<file path="src/rtl/framebuffer_pkg.sv">
// Shared types and default geometry for the framebuffer drawing engine.
// Provides the command mode enum, the engine state enum and default sizes.
package framebuffer_pkg;

    localparam int H_RES    = 160;
    localparam int V_RES    = 120;
    localparam int FB_DEPTH = 19200;

    typedef enum logic [1:0] {
        MODE_FILL    = 2'd0,
        MODE_OUTLINE = 2'd1,
        MODE_CLEAR   = 2'd2
    } mode_e;

    typedef enum logic [1:0] {
        ST_IDLE = 2'd0,
        ST_DRAW = 2'd1,
        ST_DONE = 2'd2
    } state_e;

endpackage

</file>
<file path="src/rtl/fb_raster_counter.sv">
// Raster walker: steps x/y over a rectangle and tracks row_base = y*H_RES.
// Ports: load latches the bounds; step advances one pixel; addr/last out.
module fb_raster_counter #(
    parameter int H_RES      = 160,
    parameter int ADDR_WIDTH = 15,
    parameter int X_WIDTH    = 8,
    parameter int Y_WIDTH    = 7
) (
    input  logic                  clock,
    input  logic                  reset,
    input  logic                  load,
    input  logic                  step,
    input  logic [X_WIDTH-1:0]    x0,
    input  logic [Y_WIDTH-1:0]    y0,
    input  logic [X_WIDTH-1:0]    x1,
    input  logic [Y_WIDTH-1:0]    y1,
    input  logic                  outline,
    input  logic [ADDR_WIDTH-1:0] row_base0,
    output logic [ADDR_WIDTH-1:0] addr,
    output logic                  last
);

    localparam logic [ADDR_WIDTH-1:0] ROW_STEP = ADDR_WIDTH'(H_RES);

    logic [X_WIDTH-1:0]    x_q, x_d, x0_q, x0_d, x1_q, x1_d;
    logic [Y_WIDTH-1:0]    y_q, y_d, y0_q, y0_d, y1_q, y1_d;
    logic [ADDR_WIDTH-1:0] row_q, row_d;
    logic                  outline_q, outline_d;
    logic                  interior;

    assign interior = (y_q != y0_q) && (y_q != y1_q);
    assign last     = (x_q == x1_q) && (y_q == y1_q);
    assign addr     = row_q + ADDR_WIDTH'(x_q);

    always_comb begin
        x_d       = x_q;
        y_d       = y_q;
        row_d     = row_q;
        x0_d      = x0_q;
        x1_d      = x1_q;
        y0_d      = y0_q;
        y1_d      = y1_q;
        outline_d = outline_q;
        if (load) begin
            x_d       = x0;
            y_d       = y0;
            row_d     = row_base0;
            x0_d      = x0;
            x1_d      = x1;
            y0_d      = y0;
            y1_d      = y1;
            outline_d = outline;
        end else if (step && !last) begin
            // Line wrap is tested first so x0==x1 never writes twice.
            if (x_q == x1_q) begin
                x_d   = x0_q;
                y_d   = y_q + 1'b1;
                row_d = row_q + ROW_STEP;
            end else if (outline_q && interior && (x_q == x0_q)) begin
                x_d = x1_q;
            end else begin
                x_d = x_q + 1'b1;
            end
        end
    end

    always_ff @(posedge clock) begin
        if (reset) begin
            x_q       <= '0;
            y_q       <= '0;
            row_q     <= '0;
            x0_q      <= '0;
            x1_q      <= '0;
            y0_q      <= '0;
            y1_q      <= '0;
            outline_q <= 1'b0;
        end else begin
            x_q       <= x_d;
            y_q       <= y_d;
            row_q     <= row_d;
            x0_q      <= x0_d;
            x1_q      <= x1_d;
            y0_q      <= y0_d;
            y1_q      <= y1_d;
            outline_q <= outline_d;
        end
    end

endmodule

</file>
<file path="src/rtl/framebuffer_rect_fill.sv">
// Rectangle drawing engine: FILL / OUTLINE / CLEAR, one pixel write per cycle.
// Ports: cmd_* handshake in; write_addr/data/we out; busy/done/cmd_error status.
module framebuffer_rect_fill #(
    parameter int H_RES      = framebuffer_pkg::H_RES,
    parameter int V_RES      = framebuffer_pkg::V_RES,
    parameter int DATA_WIDTH = 1,
    parameter int ADDR_WIDTH = 15,
    parameter int X_WIDTH    = 8,
    parameter int Y_WIDTH    = 7
) (
    input  logic                  clock,
    input  logic                  reset,
    input  logic                  cmd_valid,
    output logic                  cmd_ready,
    input  logic [1:0]            cmd_mode,
    input  logic [X_WIDTH-1:0]    cmd_x0,
    input  logic [Y_WIDTH-1:0]    cmd_y0,
    input  logic [X_WIDTH-1:0]    cmd_x1,
    input  logic [Y_WIDTH-1:0]    cmd_y1,
    input  logic [DATA_WIDTH-1:0] cmd_color,
    output logic [ADDR_WIDTH-1:0] write_addr,
    output logic [DATA_WIDTH-1:0] data,
    output logic                  we,
    output logic                  busy,
    output logic                  done,
    output logic                  cmd_error
);

    import framebuffer_pkg::*;

    localparam logic [X_WIDTH-1:0] X_MAX = X_WIDTH'(H_RES - 1);
    localparam logic [Y_WIDTH-1:0] Y_MAX = Y_WIDTH'(V_RES - 1);

    state_e                state_q, state_d;
    logic [DATA_WIDTH-1:0] color_q, color_d;
    logic                  err_q, err_d;

    logic                  accept;
    logic                  cmd_ok;
    logic                  outline;
    logic [X_WIDTH-1:0]    x0_c, x1_c;
    logic [Y_WIDTH-1:0]    y0_c, y1_c;
    logic [ADDR_WIDTH-1:0] row_base0;
    logic                  last;

    assign accept = cmd_valid && cmd_ready;

    // Clamp the far corner, then validate; CLEAR replaces the bounds.
    always_comb begin
        x0_c    = cmd_x0;
        y0_c    = cmd_y0;
        x1_c    = (cmd_x1 > X_MAX) ? X_MAX : cmd_x1;
        y1_c    = (cmd_y1 > Y_MAX) ? Y_MAX : cmd_y1;
        outline = 1'b0;
        cmd_ok  = (cmd_x0 <= X_MAX) && (cmd_y0 <= Y_MAX)
                  && (x0_c <= x1_c) && (y0_c <= y1_c);
        case (cmd_mode)
            MODE_FILL: ;
            MODE_OUTLINE: outline = 1'b1;
            MODE_CLEAR: begin
                x0_c   = '0;
                y0_c   = '0;
                x1_c   = X_MAX;
                y1_c   = Y_MAX;
                cmd_ok = 1'b1;
            end
            default: cmd_ok = 1'b0;
        endcase
    end

    // Constant-coefficient multiply, registered by the counter on accept.
    assign row_base0 = ADDR_WIDTH'(y0_c) * ADDR_WIDTH'(H_RES);

    fb_raster_counter #(
        .H_RES      (H_RES),
        .ADDR_WIDTH (ADDR_WIDTH),
        .X_WIDTH    (X_WIDTH),
        .Y_WIDTH    (Y_WIDTH)
    ) u_raster (
        .clock     (clock),
        .reset     (reset),
        .load      (accept),
        .step      (we),
        .x0        (x0_c),
        .y0        (y0_c),
        .x1        (x1_c),
        .y1        (y1_c),
        .outline   (outline),
        .row_base0 (row_base0),
        .addr      (write_addr),
        .last      (last)
    );

    always_comb begin
        color_d = color_q;
        err_d   = err_q;
        if (accept) begin
            color_d = cmd_color;
            err_d   = !cmd_ok;
        end
    end

    always_ff @(posedge clock) begin
        if (reset) begin
            state_q <= ST_IDLE;
            color_q <= '0;
            err_q   <= 1'b0;
        end else begin
            state_q <= state_d;
            color_q <= color_d;
            err_q   <= err_d;
        end
    end

    always_comb begin
        state_d = state_q;
        unique case (state_q)
            ST_IDLE: begin
                if (accept) begin
                    state_d = cmd_ok ? ST_DRAW : ST_DONE;
                end
            end
            ST_DRAW: begin
                if (last) begin
                    state_d = ST_DONE;
                end
            end
            ST_DONE: state_d = ST_IDLE;
            default: state_d = ST_IDLE;
        endcase
    end

    always_comb begin
        cmd_ready = (state_q == ST_IDLE) && !reset;
        we        = (state_q == ST_DRAW);
        busy      = (state_q == ST_DRAW) || (state_q == ST_DONE);
        done      = (state_q == ST_DONE);
        cmd_error = (state_q == ST_DONE) && err_q;
        data      = color_q;
    end

endmodule

</file>
<file path="config.mk">
export PLATFORM = sky130hd
export DESIGN_NAME = framebuffer_rect_fill
export DESIGN_NICKNAME = d
export VERILOG_FILES = /design/src/rtl/framebuffer_pkg.sv /design/src/rtl/fb_raster_counter.sv /design/src/rtl/framebuffer_rect_fill.sv
export SDC_FILE = /design/constraint.sdc
export NUM_CORES = 1
export LEC_CHECK = 0
export CAP_MARGIN = 40
export CELL_PAD_IN_SITES_DETAIL_PLACEMENT = 1
export CELL_PAD_IN_SITES_GLOBAL_PLACEMENT = 1
export CORE_UTILIZATION = 40
export CTS_BUF_LIST = sky130_fd_sc_hd__clkbuf_16
export CTS_CLUSTER_SIZE = 40
export DETAILED_ROUTE_END_ITERATION = 8
export DONT_BUFFER_PORTS = 1
export PLACE_DENSITY = 0.74
export REMOVE_ABC_BUFFERS = 1
export SYNTH_ARGS = -nofsm -noshare
export SYNTH_HDL_FRONTEND = slang
export SYNTH_SLANG_ARGS = --single-unit
</file>
<file path="constraint.sdc">
create_clock -name clock -period 3.92 [get_ports clock]
set_clock_uncertainty 0.05 [all_clocks]
set_input_delay 0.392 -clock clock [delete_from_list [all_inputs] [get_ports clock]]
set_output_delay 0.392 -clock clock [all_outputs]
set_load 0.01 [all_outputs]
</file>
==> flow_summary.ini, run 1 <==
[timing]
relSlewSlack_pct = 39.0
maxSlewViolCount = 0
tns_ns = 0
fin_crit_sh_pct = 71.7
setup_viol = 0
finalHoldViolCount = 0
tightest_slew_ns = 0.910
hold-worst-slack_ns = 0.0904
fmax_mhz = 356
min_period_ns = 2.81
rsz0062_at_grt = no

[setup_path]
path_class = register to register
r2r-start = u_raster.x_q[1]$_SDFFE_PP0P_
cp-end-kind = register
ff2ff_path_depth = 6
max_stage_delay_ns = 0.77
crit_required_ns = 4.09
reg2reg_slack_ns = 1.11
path_max_fanout = 12
cp_cell_sequence = xor2_1 > nor4_2 > nand2_2 > nor3_2 > a311oi_1 > a2111oi_2
arrival_ns = 2.98
worstSetupStartpointType = register
cp_slowest_cell = nor3_2
reg2reg_to = u_raster.row_q[12]$_SDFFE_PP0P_

[placed_design]
dp_hpwl_mm = 9.59
io_buffers = 0
gp_congestion = 0.814

[logic_synthesis]
ys_types = 57
synth_simple_gate_area_share_pct = 23.4
synthCells = 512
synth_edf_count = 0
synth_area_per_cell_um2 = 8.19
synth_seq_cells = 60
synth_xor_area_share_pct = 11.1
synthArstFlopShare_pct = 0
netlist_area_mm2 = 0.00419
synthFlopType = dfxtp_1
synth_top_family_by_area = simple AND/OR/NAND/NOR gates
seq_area_frac_synth_pct = 28.6
synth-compound-area-share_pct = 19.3
synth-adder-area-share_pct = 11.1
synth_mux_area_share_pct = 1.07
yosysWarnings = 0

[detailed_routing]
wl_mm = 12.6
routed-via-count = 3734
drc_errors = 0
wl_met1_mm = 5.72
ant_nets = 0
met3_length_um = 710
vias_per_cell = 5.90
highest_layer = met4
drt_iter0_drc = 153
drt-pass1-iter-count = 4
wl_met2_mm = 6.03
detail_route.wl_per_cell_um = 20.0

[layout]
fill_cells = 1229
diodes = 0
layout-drive-gt1-share_pct = 7.04
fin_util_pct = 44.6
syn2layout_area_growth_pct = 8.89
nets = 564

[run]
max_cap_viol_count = 0

[floorplanning]
die_height_um = 104
io_pins = 57
num_rows = 37
die_area_mm2 = 0.0109
core_mm2 = 0.0102
die_width_um = 104
start_util_pct = 41.0

[clocking]
cts_setup_buffers = 0
insertion_delay_ns = 0.33
htree_levels = 3
cts-hold-fix-buffers = 0
clock-sinks = 60
path_clk_slew_ns = 0.06
cts_buffers = 9
cts_root_buf = clkbuf_16
cts_tree = built
cts.path.max_buffers = 2
ctsResizeCount = 0

[global_routing]
grt_max_degree = 55
grt_pass1_vias = 3911
grt_pass1_wl_mm = 20.6
gr-total-overflow = 0
antenna_found_initial = 0
grt.total_usage_pct = 24.1

[worst_hold_path]
hp-start = reset
hold_end = u_raster.x0_q[1]$_SDFFE_PP0P_
min_path_type = primary input to register
hold_depth = 1

[power]
power_uw = 2890
ir_drop_mv = 0.267
p_per_area_mw_per_mm2 = 632
p_leak_uw = 0.00179

[run_status]
status = completed
## worst max-delay path, delay by kind of cell, from the launching register on
kind	cells	cell delay, ns
xor+xnor	1	0.15
compound gates	2	0.60
simple gates	3	1.34
flops	1	0.55
## power by group
group / internal [µW] / total [µW] / switching, µW
Sequential: 743 / 930 / 188
Combinational: 394 / 1030 / 631
Clock: 625 / 930 / 305
Total: 1760 / 2890 / 1120
## worst max-delay path by stage
stage               cells past startpoint                    startpoint                              end  slack [ns]
CTS                                     7  u_raster.x_q[5]$_SDFFE_PP0P_                   write_addr[13]        1.11
finish                                  6  u_raster.x_q[1]$_SDFFE_PP0P_  u_raster.row_q[12]$_SDFFE_PP0P_        1.11
floorplan                               7       state_q[0]$_SDFFE_PP0P_          state_q[0]$_SDFFE_PP0P_        1.32
detailed placement                     10                   cmd_mode[0]  u_raster.row_q[12]$_SDFFE_PP0P_        1.02
global placement                       10                   cmd_mode[0]  u_raster.row_q[12]$_SDFFE_PP0P_        1.11
global route                            6  u_raster.x_q[1]$_SDFFE_PP0P_  u_raster.row_q[10]$_SDFFE_PP0P_        0.92
## metal layers
metal	vias up	GRT usage (%)
li1	1794	-
met1	1834	32.2
met2	90	39.4
met3	16	4.26
met4	0	6.84
met5	-	0
## synth_stat cells, types with 6 or more instances
library cell / n / area, µm²
dfxtp_1: 60 / 1200
nor2_1: 58 / 218
nand2_1: 53 / 199
xnor2_1: 36 / 315
ha_1: 34 / 425
a21oi_1: 33 / 165
clkbuf_1: 19 / 71.3
xor2_1: 17 / 149
inv_1: 15 / 56.3
nand4_1: 12 / 75.1
o21ai_0: 12 / 60.1
nand3_1: 11 / 55.1
a211oi_1: 10 / 75.1
and2_1: 10 / 62.6
nor3_1: 9 / 45.0
a221o_1: 8 / 80.1
a311oi_1: 8 / 70.1
buf_4: 8 / 60.1
nor2b_1: 7 / 43.8
a22o_1: 6 / 52.6
## per-stage QoR
step           instance area [µm²]  worst slack, ns  instances
6_report                      4570             1.11        633
4_1_cts                       4570             1.11        633
3_3_place_gp                  4220             1.11        617
5_1_grt                       4570            0.917        633
2_1_floorplan                 4020             1.32        478
3_5_place_dp                  4220             1.02        617
## cell usage in the layout, fill, tap and decap left out, types with 4 or more instances in the layout
cell / n
nand4_1: 12
and2_1: 10
xor2_1: 17
dfxtp_1: 60
a22oi_1: 5
nand2_1: 53
a21oi_1: 33
and4_1: 4
clkbuf_16: 9
nor2_1: 58
o211ai_1: 5
a311oi_1: 8
inv_1: 15
nand3_1: 11
clkinv_4: 4
a221o_1: 8
ha_1: 34
xnor2_1: 36
a21o_1: 5
a211oi_1: 10
nor3_1: 9
nor2b_1: 7
mux2_2: 4
o22ai_1: 5
a22o_1: 6
and3_1: 4
o21ai_0: 12
or3_1: 4
## registers in the layout, summed over array words and instances (netlist names)
name / count
u_raster.x0_q: 8
u_raster.y1_q: 7
err_q: 1
data: 1
u_raster.y_q: 7
u_raster.y0_q: 7
u_raster.x1_q: 8
u_raster.outline_q: 1
u_raster.row_q: 10
state_q: 2
u_raster.x_q: 8
## final cells by class
class | count | area [µm²] | share of cell area, %
multi-input cells | 403 | 2770 | 60.6
flip-flops and latches | 60 | 1200 | 26.3
clock buffers | 9 | 225 | 4.93
well taps | 136 | 170 | 3.73
clock inverters | 7 | 125 | 2.74
inverters | 15 | 56.3 | 1.23
repair buffers | 3 | 22.5 | 0.493
## logic make-up after synthesis
family	after synthesis
flops	60
mux	4
fa+ha+maj	36
buf+inv	49
xor+xnor	53
compound gates	117
simple gates	193
Note: power is estimated with default switching activity, not from simulation.
==> run 2, diff against run 1 <==
- PLACE_DENSITY: 0.74 -> 0.76
- clock period: 3.92 -> 2.45 ns (I/O delays scaled with it)
==> run 2 against run 1 <==
Against the previous run: final area rose by 6.7%; wire length increased by 7.1%; sequential power is 56% higher; flip-flop and latch count did not move; clock-buffer cell count unchanged; total power grew 65%; core utilization increased by 3.0 points; worst hold slack worse by 0.089 ns; critical path depth is 1 higher; global-route usage is 1.4 points higher; critical path type unchanged; critical endpoint is now u_raster.y_q[2]$_SDFFE_PP0P_; largest power group unchanged.
==> flow_summary.ini, run 2 (synthesis results as in run 1) <==
[global_routing]
grt.total_usage_pct = 25.5
grt_max_degree = 47
antenna_found_initial = 0
grt_pass1_wl_mm = 21.5
gr-total-overflow = 0
grt_pass1_vias = 4071

[floorplanning]
core_mm2 = 0.0102
num_rows = 37
die_height_um = 104
start_util_pct = 41.0
die_width_um = 104
die_area_mm2 = 0.0109
io_pins = 57

[clocking]
cts.path.max_buffers = 2
clock-sinks = 60
htree_levels = 3
insertion_delay_ns = 0.34
cts_root_buf = clkbuf_16
cts_buffers = 9
path_clk_slew_ns = 0.06
cts_tree = built

[layout]
diodes = 0
regArea_mm2 = 0.00121
multi_input_area_mm2 = 0.00277
largest_register_ffs = 10
finalInstanceArea_mm2 = 0.00487
layout-drive-gt1-share_pct = 14.3
syn2layout_area_growth_pct = 16.2
final_cell_mix = nor2_1, dfxtp_1, nand2_1
nets = 605
largest_register = u_raster.row_q
fill_cells = 1226

[timing]
tightest_slew_ns = 0.900
maxSlewViolCount = 0
fin_crit_sh_pct = 95.8
min_period_ns = 2.35
setup_viol = 0
rsz0062_at_grt = no
hold-worst-slack_ns = 0.00145
relSlewSlack_pct = 39.8
finalHoldViolCount = 0
fmax_mhz = 426

[run]
max_cap_viol_count = 0

[run_status]
status = completed

[power]
power_switching_uw = 1910
pwr-share-seq_pct = 30.4
pwr-share-comb_pct = 40.0
p_per_area_mw_per_mm2 = 978
p_leak_uw = 0.00198
ir_drop_mv = 0.404
pwr-share-clk_pct = 29.6
p_int_uw = 2860
swShare_pct = 40.1

[setup_path]
reg2reg_slack_ns = 0.10
crit_required_ns = 2.61
cp_cell_sequence = xor2_1 > nor4_2 > and4_2 > nor3_2 > buf_4 > and4_1 > a2111oi_1
max_stage_delay_ns = 0.40
cp_slowest_cell = and4_2
path_class = register to register
arrival_ns = 2.51
path_max_fanout = 7
cp-end-kind = register
worstSetupStartpointType = register

[placed_design]
gp_congestion = 0.864
io_buffers = 0
place_area_mm2 = 0.00450
dp_hpwl_mm = 9.87

[worst_hold_path]
min_path_type = primary input to register

[detailed_routing]
drt_iter0_drc = 177
vias_per_cell = 5.75
ant_nets = 0
drt-pass1-iter-count = 4
detail_route.wl_per_cell_um = 20.1
wl_mm = 13.5
drc_errors = 0
routed-via-count = 3874
run 2: cell count changes in the layout (fill, tap and decap cells not counted), sizes merged:
| cell | previous run | this run |
|---|---|---|
| buf | 3 | 42 |
| clkinv | 4 | 1 |
| clkinvlp | 0 | 3 |
| dlygate4sd3 | 0 | 2 |
| bufinv | 3 | 2 |
| inv | 15 | 16 |
run 2: repair_timing:
item,4_1_cts,5_1_grt
resized for setup,3,2
hold endpoints to repair,46,0
pin swaps,0,1
buffers inserted,0,0
setup endpoints to repair,3,3
hold buffers,3,0
run 2: final cells by class:
cell class / count / share of cell area (%)
Multi-Input combinational cell: 403 / 56.8
Sequential cell: 60 / 24.8
Timing Repair Buffer: 44 / 7.14
Clock buffer: 9 / 4.62
Tap cell: 136 / 3.49
Clock inverter: 7 / 2.05
Inverter: 15 / 1.16
run 2: worst paths after layout:
path,from,to,cells after the start
setup reg to reg,u_raster.y_q[3]$_SDFFE_PP0P_,u_raster.y_q[2]$_SDFFE_PP0P_,7
hold / removal,cmd_x1[5],u_raster.x1_q[5]$_SDFFE_PP0P_,2
hold reg to reg,u_raster.y0_q[0]$_SDFFE_PP0P_,u_raster.y0_q[0]$_SDFFE_PP0P_,2
setup / recovery,u_raster.y_q[3]$_SDFFE_PP0P_,u_raster.y_q[2]$_SDFFE_PP0P_,7
run 2: power groups by stage:
stage               clock (µW)  sequential (µW)  combinational (µW)
detailed placement           0             1460                1850
finish                    1410             1450                1910
global route              1450             1480                2080
CTS                       1420             1440                1900
global placement             0             1440                1780
floorplan                    0             1410                1250
run 2: metal layers:
layer  GRT usage, %  share of wire [%]  vias to the layer above  wire [µm]
met1           32.5                 46                     1897       6180
met2           42.5                 48                       83       6470
met4           10.0                2.1                        0        282
met3           4.26                4.4                       24        595
met5              0                  0                        -          0
li1               -                  -                     1870          -
run 2: critical path, delay by kind of cell (launching register included):
kind	cells	cell delay, ns
buffers and inverters	1	0.18
xor gates and xnor gates	1	0.19
and+or+nand+nor	4	1.05
AOI/OAI and AO/OA	1	0.38
DFF	1	0.37
run 2: per-stage QoR:
stage	std cells	TNS (ns)	utilization [%]	worst slack (ns)	power (µW)
floorplan	478	-0.323	-	-0.147	2660
global placement	655	-0.0671	44.0	-0.0671	3220
detailed placement	655	-0.236	44.0	-0.0989	3300
CTS	674	0	47.6	0.0176	4760
global route	674	0	47.6	0.00270	5010
finish	674	0	47.6	0.103	4770
==> run 3, diff against run 2 <==
- SLEW_MARGIN: not set -> 20
==> run 3 against run 2 <==
Against the previous run: first-iteration DRC count is 2.8% lower; setup slack worse by 0.0087 ns; highest routed layer unchanged; critical path type unchanged; flip-flop and latch count stayed put; cell count is 0.15% higher; die area stayed put.
==> flow_summary.ini, run 3 (synthesis results as in run 1) <==
[clocking]
clock-sinks = 60
path_clk_slew_ns = 0.06
cts_setup_buffers = 0
cts.path.max_buffers = 2
insertion_delay_ns = 0.34
htree_levels = 3
cts_root_buf = clkbuf_16
cts_tree = built
cts_buffers = 9

[detailed_routing]
drt-pass1-iter-count = 4
routed-via-count = 3899
ant_nets = 0
drt_iter0_drc = 172
vias_per_cell = 5.78
drc_errors = 0
detail_route.wl_per_cell_um = 20.0
wl_mm = 13.5

[power]
p_per_area_mw_per_mm2 = 979
ir_drop_mv = 0.407
p_leak_uw = 0.00198

[global_routing]
grt_pass1_vias = 4071
grt_max_degree = 47
gr-total-overflow = 0
grt_pass1_wl_mm = 21.5
antenna_found_initial = 0
grt.total_usage_pct = 25.5

[floorplanning]
core_mm2 = 0.0102
die_width_um = 104
num_rows = 37
io_pins = 57
die_area_mm2 = 0.0109
die_height_um = 104
start_util_pct = 41.0

[layout]
nets = 606
fill_cells = 1226
fin_util_pct = 47.7
stdcell_count = 675
syn2layout_area_growth_pct = 16.4
final_cell_mix = nor2_1, dfxtp_1, nand2_1
diodes = 0
largest_register_ffs = 10
layout-drive-gt1-share_pct = 14.5
largest_register = u_raster.row_q

[setup_path]
crit_buf_inv = 1
path_max_fanout = 7
cp-startpoint = u_raster.y_q[3]$_SDFFE_PP0P_
cp_slowest_cell = dfxtp_1
crit_required_ns = 2.61
path_class = register to register
r2r-start = u_raster.y_q[3]$_SDFFE_PP0P_
arrival_ns = 2.52
cp_cell_sequence = xor2_1 > nor4_2 > and4_2 > nor3_2 > buf_4 > and4_1 > a2111oi_1
max_stage_delay_ns = 0.44
worstSetupStartpointType = register
crit_family = simple AND/OR/NAND/NOR gates
cp-end-kind = register

[timing]
relSlewSlack_pct = 54.9
min_period_ns = 2.36
fin_crit_sh_pct = 96.1
maxSlewViolCount = 0
setup_viol = 0
tightest_slew_ns = 0.674
fmax_mhz = 425
rsz0062_at_grt = no
finalHoldViolCount = 0

[placed_design]
gp_congestion = 0.864
dp_cells = 655
io_buffers = 0
dp_hpwl_mm = 9.87

[run_status]
status = completed

[worst_hold_path]
min_path_type = primary input to register
hp-start = cmd_x1[5]

[run]
max_cap_viol_count = 0
## run 3: cell count changes in the layout (fill, tap and decap cells not counted), sizes merged
cell  before  now
buf       42   43
## run 3: repair_timing
action | in CTS | in global routing
pin swaps | 0 | 1
hold endpoints to repair | 46 | 0
hold buffers | 3 | 0
setup endpoints to repair | 3 | 3
gates resized for setup | 3 | 2
## run 3: worst reg2reg max path, cell delays in order, from the launching register on
cell and delay (ns):
dfxtp_1 0.44, xor2_1 0.12, nor4_2 0.39, and4_2 0.40, nor3_2 0.06, buf_4 0.18, and4_1 0.22, a2111oi_1 0.38
## run 3: through the flow
step	hold slack, ns	TNS (ns)	total power [µW]	setup WS [ns]	instance area [µm²]
finish	0.00270	0	4780	0.0946	4880
floorplan	0.264	-0.323	2660	-0.147	4020
detailed placement	0.275	-0.236	3300	-0.0989	4500
CTS	0.00427	0	4760	0.0176	4870
global route	0.00615	0	5020	0.00270	4880
global placement	0.273	-0.0671	3220	-0.0671	4500
## run 3: path summary, 6_finish.rpt
kind                            cells past startpoint  slack, ns                             to
worst max-delay path                                7       0.09   u_raster.y_q[2]$_SDFFE_PP0P_
worst min-delay path                                2      0.003  u_raster.x1_q[5]$_SDFFE_PP0P_
worst max register to register                      7       0.09   u_raster.y_q[2]$_SDFFE_PP0P_
worst min register to register                      2       0.42  u_raster.y0_q[0]$_SDFFE_PP0P_
## run 3: where the power goes
part           internal [µW]  switching (µW)  total, µW
combinational            776            1140       1920
sequential              1190             259       1450
clock                    895             518       1410
## run 3: metal layers
metal | routed length [µm] | GRT usage [%]
met1 | 6210 | 32.5
met2 | 6390 | 42.5
met3 | 618 | 4.26
met4 | 302 | 10.0
met5 | 0 | 0
## run 3: cell type report
cell class                      instances  area, µm²  area share [%]
Timing Repair Buffer                   45        355            7.28
Clock buffer                            9        225            4.62
Tap cell                              136        170            3.49
Multi-Input combinational cell        403       2770            56.7
Sequential cell                        60       1210            24.7
Inverter                               15       56.3            1.15
Clock inverter                          7        100            2.05
==> variant 1: new RTL, flow settings as in run 1 <==
Reset style: asynchronous (`reset`), changed in 2 clocked blocks.
--- a/src/rtl/fb_raster_counter.sv
+++ b/src/rtl/fb_raster_counter.sv
@@ -64,7 +64,7 @@
         end
     end
 
-    always_ff @(posedge clock) begin
+    always_ff @(posedge clock or posedge reset) begin
         if (reset) begin
             x_q       <= '0;
             y_q       <= '0;
--- a/src/rtl/framebuffer_rect_fill.sv
+++ b/src/rtl/framebuffer_rect_fill.sv
@@ -100,7 +100,7 @@
         end
     end
 
-    always_ff @(posedge clock) begin
+    always_ff @(posedge clock or posedge reset) begin
         if (reset) begin
             state_q <= ST_IDLE;
             color_q <= '0;
Check against the original RTL: differs if reset is asserted again (counterexample within 4 cycles, from zero or initial values and one cycle with reset high); with reset held inactive, the same outputs for 4 cycles.
==> variant 1 against run 1 <==
  * Setup slack worse by 0.022 ns
  * Synthesized area is 0.27% lower
  * Clock power is 9.9% lower
  * Via count is 8.6% lower
  * Wire length is 6.4% lower
  * Critical path depth stayed put
  * Fmax is 0.76% lower
  * Synthesized cell count is 12% lower
  * Power is 18% higher
  * Design area is 0.25% lower
  * Sequential cell count stayed put
  * Worst hold slack worse by 0.032 ns
  * Critical path type unchanged
==> variant 1: results (changes against run 1) <==
Nets - 511 (was 564)
status - complete, no violations (unchanged)
DR vias/cell - 5.89 (was 5.90)
detailed placement HPWL - 8.75 mm (was 9.59 mm)
Hold WS - 0.0580 ns (was 0.0904 ns)
Critical Path Fanout Max - 20 (was 12)
placed cell count - 562 (was 617)
Cells after Synth - 451 (was 512)
sequential area share after synthesis - 35.9% (was 28.6%)
Min-Delay Path Class - in -> async (was in -> reg)
worst vdd ir - 323 uV (was 267 uV)
dpl ws - 1.15 ns (was 1.02 ns)
final wirelength - 11.8 mm (was 12.6 mm)
compound-gate portion of the synthesized area - 15.4% (was 19.3%)
Worst Path Arrival - 3.04 ns (was 2.98 ns)
Synth Flop Type - dfrtp_1 (was dfxtp_1)
leak pwr - 0.00200 uW (was 0.00179 uW)
Fill cells - 1156 (was 1229)
slowest CP cell - or4_1 (was nor3_2)
Post-synth ARST share - 100% (was 0%)
dominant cells by area after synthesis - dfrtp_1 (36%), ha_1 (10%), xor2_1 (5.9%) (was dfxtp_1 (29%), ha_1 (10%), xnor2_1 (7.5%))
top post-synthesis cells by count - dfrtp_1 (60), nand2_1 (42), nor2_1 (39), ha_1 (34), xor2_1 (28) (was dfxtp_1 (60), nor2_1 (58), nand2_1 (53), xnor2_1 (36), ha_1 (34))
Placed Area - 0.00424 mm^2 (was 0.00422 mm^2)
CP startpoint - u_raster.x_q[4]$_DFFE_PP0P_ (was u_raster.x_q[1]$_SDFFE_PP0P_)
initial drt markers - 158 (was 153)
adder-cell share of the synthesized area - 10.7% (was 11.1%)
## variant 1: where the power goes
group / internal [uW] / switching, uW / total [uW]
combinational: 586 / 682 / 1270
clock: 548 / 290 / 838
sequential: 896 / 402 / 1300
total: 2030 / 1370 / 3400
## variant 1: routing by layer
layer  track usage [%]  routed length [um]  vias up
met2              37.5                5450       81
met5                 0                   0        -
met1              33.6                5650     1735
met3              3.38                 567       14
li1                  -                   -     1582
met4              7.86                 155        0
## variant 1: area by class of cell
| type | instances | share of cell area [%] |
|---|---|---|
| repair buffers | 5 | 0.824 |
| clock inverters | 7 | 1.84 |
| clock buffers | 9 | 4.95 |
| multi-input cells | 349 | 54.5 |
| diodes | 1 | 0.0549 |
| inverters | 15 | 1.24 |
| well taps | 133 | 3.65 |
| flip-flops and latches | 60 | 33.0 |
==> variant 2: new RTL, flow settings as in run 1 <==
Without the edit above. `Y_WIDTH` is set to 7 in 2 places; all go to 14.
--- a/src/rtl/fb_raster_counter.sv
+++ b/src/rtl/fb_raster_counter.sv
@@ -4,7 +4,7 @@
     parameter int H_RES      = 160,
     parameter int ADDR_WIDTH = 15,
     parameter int X_WIDTH    = 8,
-    parameter int Y_WIDTH    = 7
+    parameter int Y_WIDTH    = 14
 ) (
     input  logic                  clock,
     input  logic                  reset,
--- a/src/rtl/framebuffer_rect_fill.sv
+++ b/src/rtl/framebuffer_rect_fill.sv
@@ -6,7 +6,7 @@
     parameter int DATA_WIDTH = 1,
     parameter int ADDR_WIDTH = 15,
     parameter int X_WIDTH    = 8,
-    parameter int Y_WIDTH    = 7
+    parameter int Y_WIDTH    = 14
 ) (
     input  logic                  clock,
     input  logic                  reset,
Ports: changed (resized cmd_y0 and cmd_y1); port bits go from 57 to 71. No check against the original RTL was run, so the function may have changed too.
==> variant 2 against run 1 <==
  * Wire length increased by 35%
  * Setup slack improved by 0.081 ns
  * Synthesized area increased by 33%
  * Power decreased by 20%
  * Sequential cell count increased by 21
  * Worst hold slack got worse by 0.028 ns
  * Critical endpoint is now u_raster.row_q[14]$_SDFFE_PP0P_
  * Design area increased by 29%
  * Non-clock buffer count increased by 6
==> variant 2: results (changes against run 1) <==
share of cells above drive strength 1 - 7.75% (was 7.04%)
via count - 4990 (was 3734)
Post-synth ARST share - 0% (unchanged)
CP startpoint - cmd_mode[0] (was u_raster.x_q[1]$_SDFFE_PP0P_)
Worst Path Arrival - 2.89 ns (was 2.98 ns)
Critical Path Fanout Max - 14 (was 12)
biggest regs - u_raster.y0_q x14, u_raster.y1_q x14, u_raster.y_q x14
DR vias/cell - 5.98 (was 5.90)
H-Tree Depth - 3 (unchanged)
Placed Area - 0.00563 mm^2 (was 0.00422 mm^2)
Slew @ Worst Pin - 0.608 ns (was 0.910 ns)
GRT Total Usage - 24.5% (was 24.1%)
leak pwr - 0.00247 uW (was 0.00179 uW)
worst vdd ir - 208 uV (was 267 uV)
Avg WL per Cell - 20.4 um (was 20.0 um)
placed cell count - 820 (was 617)
Tot Pwr - 2300 uW (was 2890 uW)
Synth Flop Type - dfxtp_1 (unchanged)
detailed placement HPWL - 12.6 mm (was 9.59 mm)
Nets - 751 (was 564)
Bufs on Longest Clock Path - 2 (unchanged)
gp weighted congestion - 0.834 (was 0.814)
sequential share of power - 42.3% (was 32.2%)
first-pass detailed-route iteration total - 5 (was 4)
initial drt markers - 341 (was 153)
largest net degree at the start of global routing - 60 (was 55)
dominant cells by area after synthesis - dfxtp_1 (29%), ha_1 (9.9%), xnor2_1 (6.3%) (was dfxtp_1 (29%), ha_1 (10%), xnor2_1 (7.5%))
YS warnings - 0 (unchanged)
vias in the first global route - 5156 (was 3911)
Fill cells - 1653 (was 1229)
first-pass GRT wire length - 27.2 mm (was 20.6 mm)
Port-buffer cells - 0 (unchanged)
dpl ws - 0.794 ns (was 1.02 ns)
status - complete, no violations (unchanged)
Cell variety after synth - 71 (was 57)
sequential area share after synthesis - 29.1% (was 28.6%)
Hold Crit Start - reset (unchanged)
DIE AREA - 0.0144 mm^2 (was 0.0109 mm^2)
insertion delay to the later sink of the worst-skew pair - 0.35 ns (was 0.33 ns)
RR Startpoint - u_raster.x_q[0]$_SDFFE_PP0P_ (was u_raster.x_q[1]$_SDFFE_PP0P_)
top post-synthesis cells by count - dfxtp_1 (81), nor2_1 (71), nand2_1 (62), a21oi_1 (56), ha_1 (44) (was dfxtp_1 (60), nor2_1 (58), nand2_1 (53), xnor2_1 (36), ha_1 (34))
Cells after Synth - 679 (was 512)
Clock power frac - 35.8% (was 32.2%)
Internal - 1560 uW (was 1760 uW)
-- variant 2: worst paths after layout --
check                                    endpoint  slack [ns]  depth (start not counted)
hold / removal      u_raster.x0_q[3]$_SDFFE_PP0P_        0.06                          1
hold reg to reg     u_raster.y0_q[9]$_SDFFE_PP0P_        0.42                          2
setup reg to reg     u_raster.y_q[5]$_SDFFE_PP0P_        1.27                          7
setup / recovery  u_raster.row_q[14]$_SDFFE_PP0P_        1.19                         12
-- variant 2: kinds of logic (layout without fill, tap and decap cells) --
family / after synthesis / after routing / synth area share, %
other: 1 / 7 / 0.0672
AO/OA/AOI/OAI: 158 / 158 / 18.9
buffers and inverters: 72 / 45 / 6.19
multiplexers: 15 / 15 / 2.76
adder cells (fa/ha/maj): 46 / 46 / 10.6
flip-flops: 81 / 81 / 29.1
XOR/XNOR: 78 / 78 / 12.3
AND/OR/NAND/NOR: 228 / 228 / 20.2
-- variant 2: area by class of cell --
cell class | count | area (um^2) | share of cell area [%]
Tap cell | 176 | 220 | 3.73
Timing Repair Buffer | 9 | 67.6 | 1.15
Multi-Input combinational cell | 532 | 3630 | 61.6
Clock inverter | 5 | 48.8 | 0.827
Clock buffer | 9 | 225 | 3.82
Sequential cell | 81 | 1620 | 27.5
Inverter | 22 | 82.6 | 1.40
-- variant 2: layer usage --
layer	GRT usage (%)	vias up	part of all wire [%]
li1	-	2344	-
met2	40.7	151	48
met3	5.66	31	6.4
met5	0	-	0
met1	30.9	2464	43
met4	8.13	0	2.0
-- variant 2: critical path: stages --
cell and delay, ns:
nand2b_1 0.34, and2_1 0.33, ha_1 0.30, ha_1 0.23
fa_1 0.41, a21oi_1 0.18, nor2_1 0.06, nor2_1 0.14
o21ai_0 0.14, xnor2_1 0.15, o21ai_0 0.17, a21oi_1 0.06
